## config.mk

```make
export PLATFORM = sky130hd
export DESIGN_NAME = div_unit
export DESIGN_NICKNAME = d
export VERILOG_FILES = /design/src/rtl/div_unit_pkg.sv /design/src/rtl/div_unit.sv
export SDC_FILE = /design/constraint.sdc
export NUM_CORES = 1
export LEC_CHECK = 0
export ABC_AREA = 1
export CAP_MARGIN = 30
export CORE_MARGIN = 2
export CORE_UTILIZATION = 30
export DETAILED_ROUTE_END_ITERATION = 6
export DONT_BUFFER_PORTS = 1
export GPL_TIMING_DRIVEN = 0
export HOLD_SLACK_MARGIN = 0.12
export PLACE_DENSITY = 0.54
export SLEW_MARGIN = 20
export SYNTH_ARGS = -nofsm -noshare
export SYNTH_HDL_FRONTEND = slang
export SYNTH_SLANG_ARGS = --single-unit
```

## constraint.sdc

```tcl
create_clock -name sys_clk -period 24.4 [get_ports sys_clk]
set_input_delay 2.44 -clock sys_clk [delete_from_list [all_inputs] [get_ports sys_clk]]
set_output_delay 2.44 -clock sys_clk [all_outputs]
set_load 0.01 [all_outputs]
```

## src/rtl/div_unit_pkg.sv

```systemverilog
// div_unit_pkg -- shared constants and helpers for the iterative divider.
//
// Holds the RV32M funct3 encodings for the four divide instructions, the
// divider FSM state encoding, and small decode helpers. Imported by
// div_unit with `import div_unit_pkg::*`.

package div_unit_pkg;

  localparam int XLEN = 32;

  // RV32M funct3 encodings for the divide group.
  localparam logic [2:0] FUNCT3_DIV  = 3'b100;
  localparam logic [2:0] FUNCT3_DIVU = 3'b101;
  localparam logic [2:0] FUNCT3_REM  = 3'b110;
  localparam logic [2:0] FUNCT3_REMU = 3'b111;

  typedef enum logic [1:0] {
    ST_IDLE = 2'd0,
    ST_CALC = 2'd1,
    ST_FIX  = 2'd2
  } div_state_e;

  // Signed variants treat operands as two's complement.
  function automatic logic op_is_signed(input logic [2:0] op);
    return (op == FUNCT3_DIV) || (op == FUNCT3_REM);
  endfunction

  // Remainder variants return the remainder instead of the quotient.
  function automatic logic op_is_rem(input logic [2:0] op);
    return (op == FUNCT3_REM) || (op == FUNCT3_REMU);
  endfunction

endpackage

```

## src/rtl/div_unit.sv

```systemverilog
// div_unit -- iterative 32-bit radix-2 restoring divider for RV32M
// DIV/DIVU/REM/REMU, fed from the ID/EX register.
//
// Ports:
//   sys_clk         clock, all state updates on its rising edge
//   sys_rst         synchronous active-high reset
//   start           accept request (sampled only in IDLE)
//   op[2:0]         funct3: 100 DIV, 101 DIVU, 110 REM, 111 REMU
//   dividend[31:0]  rs1 value
//   divisor[31:0]   rs2 value
//   rd_addr[4:0]    destination register
//   abort           cancel the operation in flight (flush)
//   busy            high in every state except IDLE
//   hold_req        busy | (start & IDLE), stalls the front end
//   ready           one-cycle completion pulse
//   result[31:0]    quotient or remainder, held until next completion
//   result_rd_addr  rd captured at start, held with result
//   result_wen      same as ready
//
// Optional feature: define DIV_FAST_SPECIAL_EN to send divide-by-zero and
// signed overflow straight from IDLE to FIX (latency 1 instead of 33).

module div_unit
  import div_unit_pkg::*;
(
  input  logic             sys_clk,
  input  logic             sys_rst,
  input  logic             start,
  input  logic [2:0]       op,
  input  logic [XLEN-1:0]  dividend,
  input  logic [XLEN-1:0]  divisor,
  input  logic [4:0]       rd_addr,
  input  logic             abort,
  output logic             busy,
  output logic             hold_req,
  output logic             ready,
  output logic [XLEN-1:0]  result,
  output logic [4:0]       result_rd_addr,
  output logic             result_wen
);

  // Control state (reset).
  div_state_e      state_q, state_d;
  logic [4:0]      count_q, count_d;
  logic            ready_q, ready_d;
  logic [XLEN-1:0] result_q, result_d;
  logic [4:0]      res_rd_q, res_rd_d;

  // Operation datapath (loaded at start).
  logic [2:0]      op_q, op_d;
  logic [4:0]      rd_q, rd_d;
  logic            dvd_neg_q, dvd_neg_d;
  logic            dvs_neg_q, dvs_neg_d;
  logic            div0_q, div0_d;
  logic            ovf_q, ovf_d;
  logic [XLEN-1:0] dvd_raw_q, dvd_raw_d;
  logic [XLEN-1:0] dvs_q, dvs_d;     // divisor magnitude
  logic [XLEN-1:0] quo_q, quo_d;     // dividend bits shift out, quotient bits shift in
  logic [XLEN:0]   rem_q, rem_d;     // 33-bit partial remainder

  // Start-time decode.
  logic            in_signed, in_dvd_neg, in_dvs_neg, in_div0, in_ovf;
  logic [XLEN-1:0] in_dvd_mag, in_dvs_mag;

  assign in_signed  = op_is_signed(op);
  assign in_dvd_neg = in_signed & dividend[XLEN-1];
  assign in_dvs_neg = in_signed & divisor[XLEN-1];
  assign in_dvd_mag = in_dvd_neg ? -dividend : dividend;
  assign in_dvs_mag = in_dvs_neg ? -divisor : divisor;
  assign in_div0    = (divisor == '0);
  assign in_ovf     = in_signed && (dividend == 32'h8000_0000) && (divisor == 32'hFFFF_FFFF);

  // One restoring step: shift in the next dividend MSB and trial-subtract.
  // Bit 33 of the difference is the borrow.
  logic [XLEN+1:0] trial;
  assign trial = {rem_q, quo_q[XLEN-1]} - {2'b00, dvs_q};

  // Sign fix-up and special-case substitution applied in FIX.
  logic [XLEN-1:0] fix_quo, fix_rem, fix_result;

  always_comb begin
    fix_quo = (dvd_neg_q ^ dvs_neg_q) ? -quo_q : quo_q;
    fix_rem = dvd_neg_q ? -rem_q[XLEN-1:0] : rem_q[XLEN-1:0];
    if (div0_q) begin
      fix_quo = '1;
      fix_rem = dvd_raw_q;
    end else if (ovf_q) begin
      fix_quo = 32'h8000_0000;
      fix_rem = '0;
    end
    fix_result = op_is_rem(op_q) ? fix_rem : fix_quo;
  end

  always_comb begin
    // NOTE: every variable gets a default before the case so no path leaves
    // it unassigned; an unassigned path in always_comb infers a latch.
    state_d   = state_q;
    count_d   = count_q;
    ready_d   = 1'b0;
    result_d  = result_q;
    res_rd_d  = res_rd_q;
    op_d      = op_q;
    rd_d      = rd_q;
    dvd_neg_d = dvd_neg_q;
    dvs_neg_d = dvs_neg_q;
    div0_d    = div0_q;
    ovf_d     = ovf_q;
    dvd_raw_d = dvd_raw_q;
    dvs_d     = dvs_q;
    quo_d     = quo_q;
    rem_d     = rem_q;

    unique case (state_q)
      ST_IDLE: begin
        // abort wins over a simultaneous start.
        if (start && !abort) begin
          op_d      = op;
          rd_d      = rd_addr;
          dvd_neg_d = in_dvd_neg;
          dvs_neg_d = in_dvs_neg;
          div0_d    = in_div0;
          ovf_d     = in_ovf;
          dvd_raw_d = dividend;
          dvs_d     = in_dvs_mag;
          quo_d     = in_dvd_mag;
          rem_d     = '0;
          count_d   = '0;
          state_d   = ST_CALC;
`ifdef DIV_FAST_SPECIAL_EN
          if (in_div0 || in_ovf) state_d = ST_FIX;
`endif
        end
      end

      ST_CALC: begin
        if (!trial[XLEN+1]) begin
          rem_d = trial[XLEN:0];
          quo_d = {quo_q[XLEN-2:0], 1'b1};
        end else begin
          rem_d = {rem_q[XLEN-1:0], quo_q[XLEN-1]};
          quo_d = {quo_q[XLEN-2:0], 1'b0};
        end
        count_d = count_q + 5'd1;
        if (count_q == 5'd31) state_d = ST_FIX;
      end

      ST_FIX: begin
        ready_d  = 1'b1;
        result_d = fix_result;
        res_rd_d = rd_q;
        state_d  = ST_IDLE;
      end

      default: state_d = ST_IDLE;
    endcase

    // A flush drops the operation without a completion and leaves the
    // previous result visible.
    if (abort && (state_q != ST_IDLE)) begin
      state_d  = ST_IDLE;
      ready_d  = 1'b0;
      result_d = result_q;
      res_rd_d = res_rd_q;
    end
  end

  // NOTE: sequential state uses non-blocking assignments so every flop samples
  // the pre-edge values regardless of statement order.
  always_ff @(posedge sys_clk) begin
    if (sys_rst) begin
      state_q  <= ST_IDLE;
      count_q  <= '0;
      ready_q  <= 1'b0;
      result_q <= '0;
      res_rd_q <= '0;
    end else begin
      state_q  <= state_d;
      count_q  <= count_d;
      ready_q  <= ready_d;
      result_q <= result_d;
      res_rd_q <= res_rd_d;
    end
  end

  // NOTE: operand and iteration registers are always loaded at start before
  // being read, so they carry no reset.
  always_ff @(posedge sys_clk) begin
    op_q      <= op_d;
    rd_q      <= rd_d;
    dvd_neg_q <= dvd_neg_d;
    dvs_neg_q <= dvs_neg_d;
    div0_q    <= div0_d;
    ovf_q     <= ovf_d;
    dvd_raw_q <= dvd_raw_d;
    dvs_q     <= dvs_d;
    quo_q     <= quo_d;
    rem_q     <= rem_d;
  end

  assign busy           = (state_q != ST_IDLE);
  assign hold_req       = busy | (start & (state_q == ST_IDLE));
  assign ready          = ready_q;
  assign result_wen     = ready_q;
  assign result         = result_q;
  assign result_rd_addr = res_rd_q;

endmodule

```

==> results by group <==
Outcome
  – Status: completed

Power and ir drop
  – Max IR drop VDD: 55.97 uV
  – Cell leakage power: 6.394 nW
  – Combinational Power Share: 23.2%
  – PwrDens: 58.99 nW/um2
  – NetSw: 0.3189 mW
  – Switching Share: 35.91%
  – Flop pwr share: 43.3%
  – Clock Power Share: 33.5%
  – Int Pwr: 0.5691 mW

Placement
  – Post-DP Area: 14440 um2
  – Port bufs: 0
  – Post-DP HPWL: 41690 um
  – DP Cell Count: 2599
  – RD Place Congestion: 0.9806

Timing
  – Slew Limit Fails: 0
  – Final Skew: 0.01708 ns
  – Slew HR: 38.73%
  – Final setup vio count: 0
  – Final TNS setup: 0 ns
  – Unrepaired setup endpoints after global routing: false
  – Shortest clock period the worst path allows after layout: 5.041 ns
  – Hold_ws: 0.4704 ns
  – Final hold vios: 0
  – Worst slew pin tran: 0.9107 ns
  – Fmax: 198.4 MHz
  – Final period util: 20.66%

Clock tree
  – Hold-fix buffers at CTS: 0
  – CTS tree: yes
  – TritonCTS Buffers: 17
  – Worst-path clk slew: 0.08 ns
  – CTS resizes: 0
  – H-tree depth: 4
  – Clock buffer depth: 2
  – Sinks on Clock Net: 185
  – Clk root buf: clkbuf_16
  – Skew-Pair Late Insertion Delay: 0.52 ns
  – Setup Buffers After CTS: 0

Logic synthesis
  – Mapped Cells: 1996
  – Post-Syn Area per Cell: 6.807 um2
  – Syn Nets: 2112
  – Number of flops mapped to enable cells by yosys: 140
  – Sequential area share after synthesis: 37.57%
  – Syn. warnings: 0
  – Leading area contributor after synthesis: edfxtp_1
  – Synth area leaders: edfxtp_1, nand2_1, nor2_1, inv_1, dfxtp_1
  – Yosys cell types: 48
  – Synth top area share: 30.94%
  – Primary FF master, synth: edfxtp_1
  – Flops & latches, synth: 185
  – Async SR Flop Fraction: 0%
  – Syn Std Cell Area: 13590 um2

Floorplanning
  – # IOs: 117
  – Die height: 216.8 um
  – Num rows: 77
  – Initial core utilization: 30.59%
  – Die Footprint: 47010 um2
  – Die width: 216.8 um
  – Core ar.: 44410 um2

Global route
  – Global-route usage over all layers: 22.26%
  – GRT Residual Overflow: 0
  – Largest net degree at the start of global routing: 43
  – Number of global-route vias before repair: 12721
  – First-pass GRT wire length: 77740 um
  – Initial antenna violation count: 2

Cells and area
  – Layout Cells excl Fill: 2631
  – Fill cells: 4786
  – Final Cell Area: 15050 um2
  – Most frequent cells in the layout: nand2_1, nor2_1, inv_1
  – Ant. Diodes: 0
  – Final Core Density: 33.89%
  – Area Overhead vs Synth: 10.79%
  – Commonest non-fill, non-tap cell in the layout: nand2_1
  – Fin nets: 2142
  – Proportion of layout cells with a drive suffix above 1: 4.953%

Critical path
  – CP Launch Type: primary input
  – R2R Setup Slk: 21.16 ns
  – Crit-path leading delay family: simple AND/OR/NAND/NOR gates
  – Critical-path maximum fanout: 2
  – Crit path largest cell delay: 0.10 ns
  – Worst EP arrival: 2.60 ns
  – Crit path buf inv count: 1
  – Crit-path cells: inv_1 -> nand2_1
  – Critical Path RT: 21.96 ns
  – Cell at the slowest stage of the critical path: nand2_1
  – Crit end category: output port
  – Crit Path Category: in -> out

Drt
  – DRC: 0
  – DR WL/cell: 19.67 um
  – DR vias: 13538
  – TritonRoute pass-1 iters: 5
  – Initial DRC Count: 1362
  – Post-Route WL: 51760 um
  – Via density: 5.146
  – Routed Antenna Nets: 0

Min path
  – HP Class: reg -> reg

Run
  – Max-Cap Viols: 0
power by group through the flow:
stage | Sequential, mW | Combinational [mW] | Clock [mW]
2_1_floorplan | 0.381 | 0.149 | 0
3_3_place_gp | 0.394 | 0.199 | 0
3_5_place_dp | 0.391 | 0.203 | 0
4_1_cts | 0.385 | 0.204 | 0.302
5_1_grt | 0.387 | 0.232 | 0.312
6_report | 0.385 | 0.206 | 0.297
cells in the mapped netlist, drive strengths merged (2+ instances only):
cell,instances
nand2,576
nor2,288
inv,246
nand3,175
edfxtp,140
a21oi,132
o21ai,107
xor2,50
dfxtp,45
ha,39
nand4,37
clkbuf,33
buf,26
nor3,21
xnor2,15
nand3b,9
o21bai,9
nor4,8
or2,8
o211ai,7
and2,4
o31ai,4
a31oi,3
a21o,2
and3,2
state kept, by name, indices dropped and copies added (netlist names):
register        count
result             32
ovf_q               1
op_q                2
div0_q              1
dvd_raw_q          32
rd_q                5
dvd_neg_q           1
count_q             5
state_q             2
quo_q              32
dvs_neg_q           1
result_rd_addr      5
rem_q              33
dvs_q              32
ready               1
path summary, 6_finish.rpt:
check | from | end | cells past startpoint
max | start | hold_req | 2
min | count_q[4]$_SDFFE_PP0P_ | count_q[4]$_SDFFE_PP0P_ | 2
max reg2reg | state_q[1]$_SDFFE_PP0P_ | dvs_q[11]$_DFFE_PP_ | 13
min reg2reg | count_q[4]$_SDFFE_PP0P_ | count_q[4]$_SDFFE_PP0P_ | 2
per-stage QoR:
stage,setup WS [ns],power (mW)
floorplan,14.04,0.5297
global route,19.35,0.9314
detailed placement,19.26,0.5946
CTS,19.36,0.8904
finish,19.36,0.8880
global placement,9.320,0.5935
logic make-up (layout without fill, tap and decap cells):
logic type,after synthesis,after routing,share of synthesized area (%)
xor+xnor,65,65,4.190
fa+ha+maj,40,40,3.739
flops,185,185,37.57
compound gates,269,269,10.52
buf+inv,306,349,8.997
simple gates,1131,1131,34.98
worst min-delay path, stage by stage, from the launching register on:
cell and delay, ns:
dfxtp_1 0.32, nand2_1 0.06, a21oi_1 0.05
layout make-up:
type / count / area, um2 / share of cell area [%]
multi-input cells: 1505 / 7264 / 48.26
flip-flops and latches: 185 / 5105 / 33.91
inverters: 247 / 929.6 / 6.176
well taps: 592 / 740.7 / 4.921
clock buffers: 17 / 425.4 / 2.826
plain buffers: 59 / 295.3 / 1.962
clock inverters: 15 / 186.4 / 1.238
repair buffers: 11 / 106.4 / 0.7065
metal layers:
metal	part of all wire, %	wire, um	vias to the layer above	global-route usage, %
met5	0.025	13	-	0
met4	2.6	1355	2	7.854
met3	8.3	4288	72	5.157
met2	43	22210	530	33.61
met1	46	23890	6339	31.06
li1	-	-	6595	-
(Power assumes the default switching activity.)
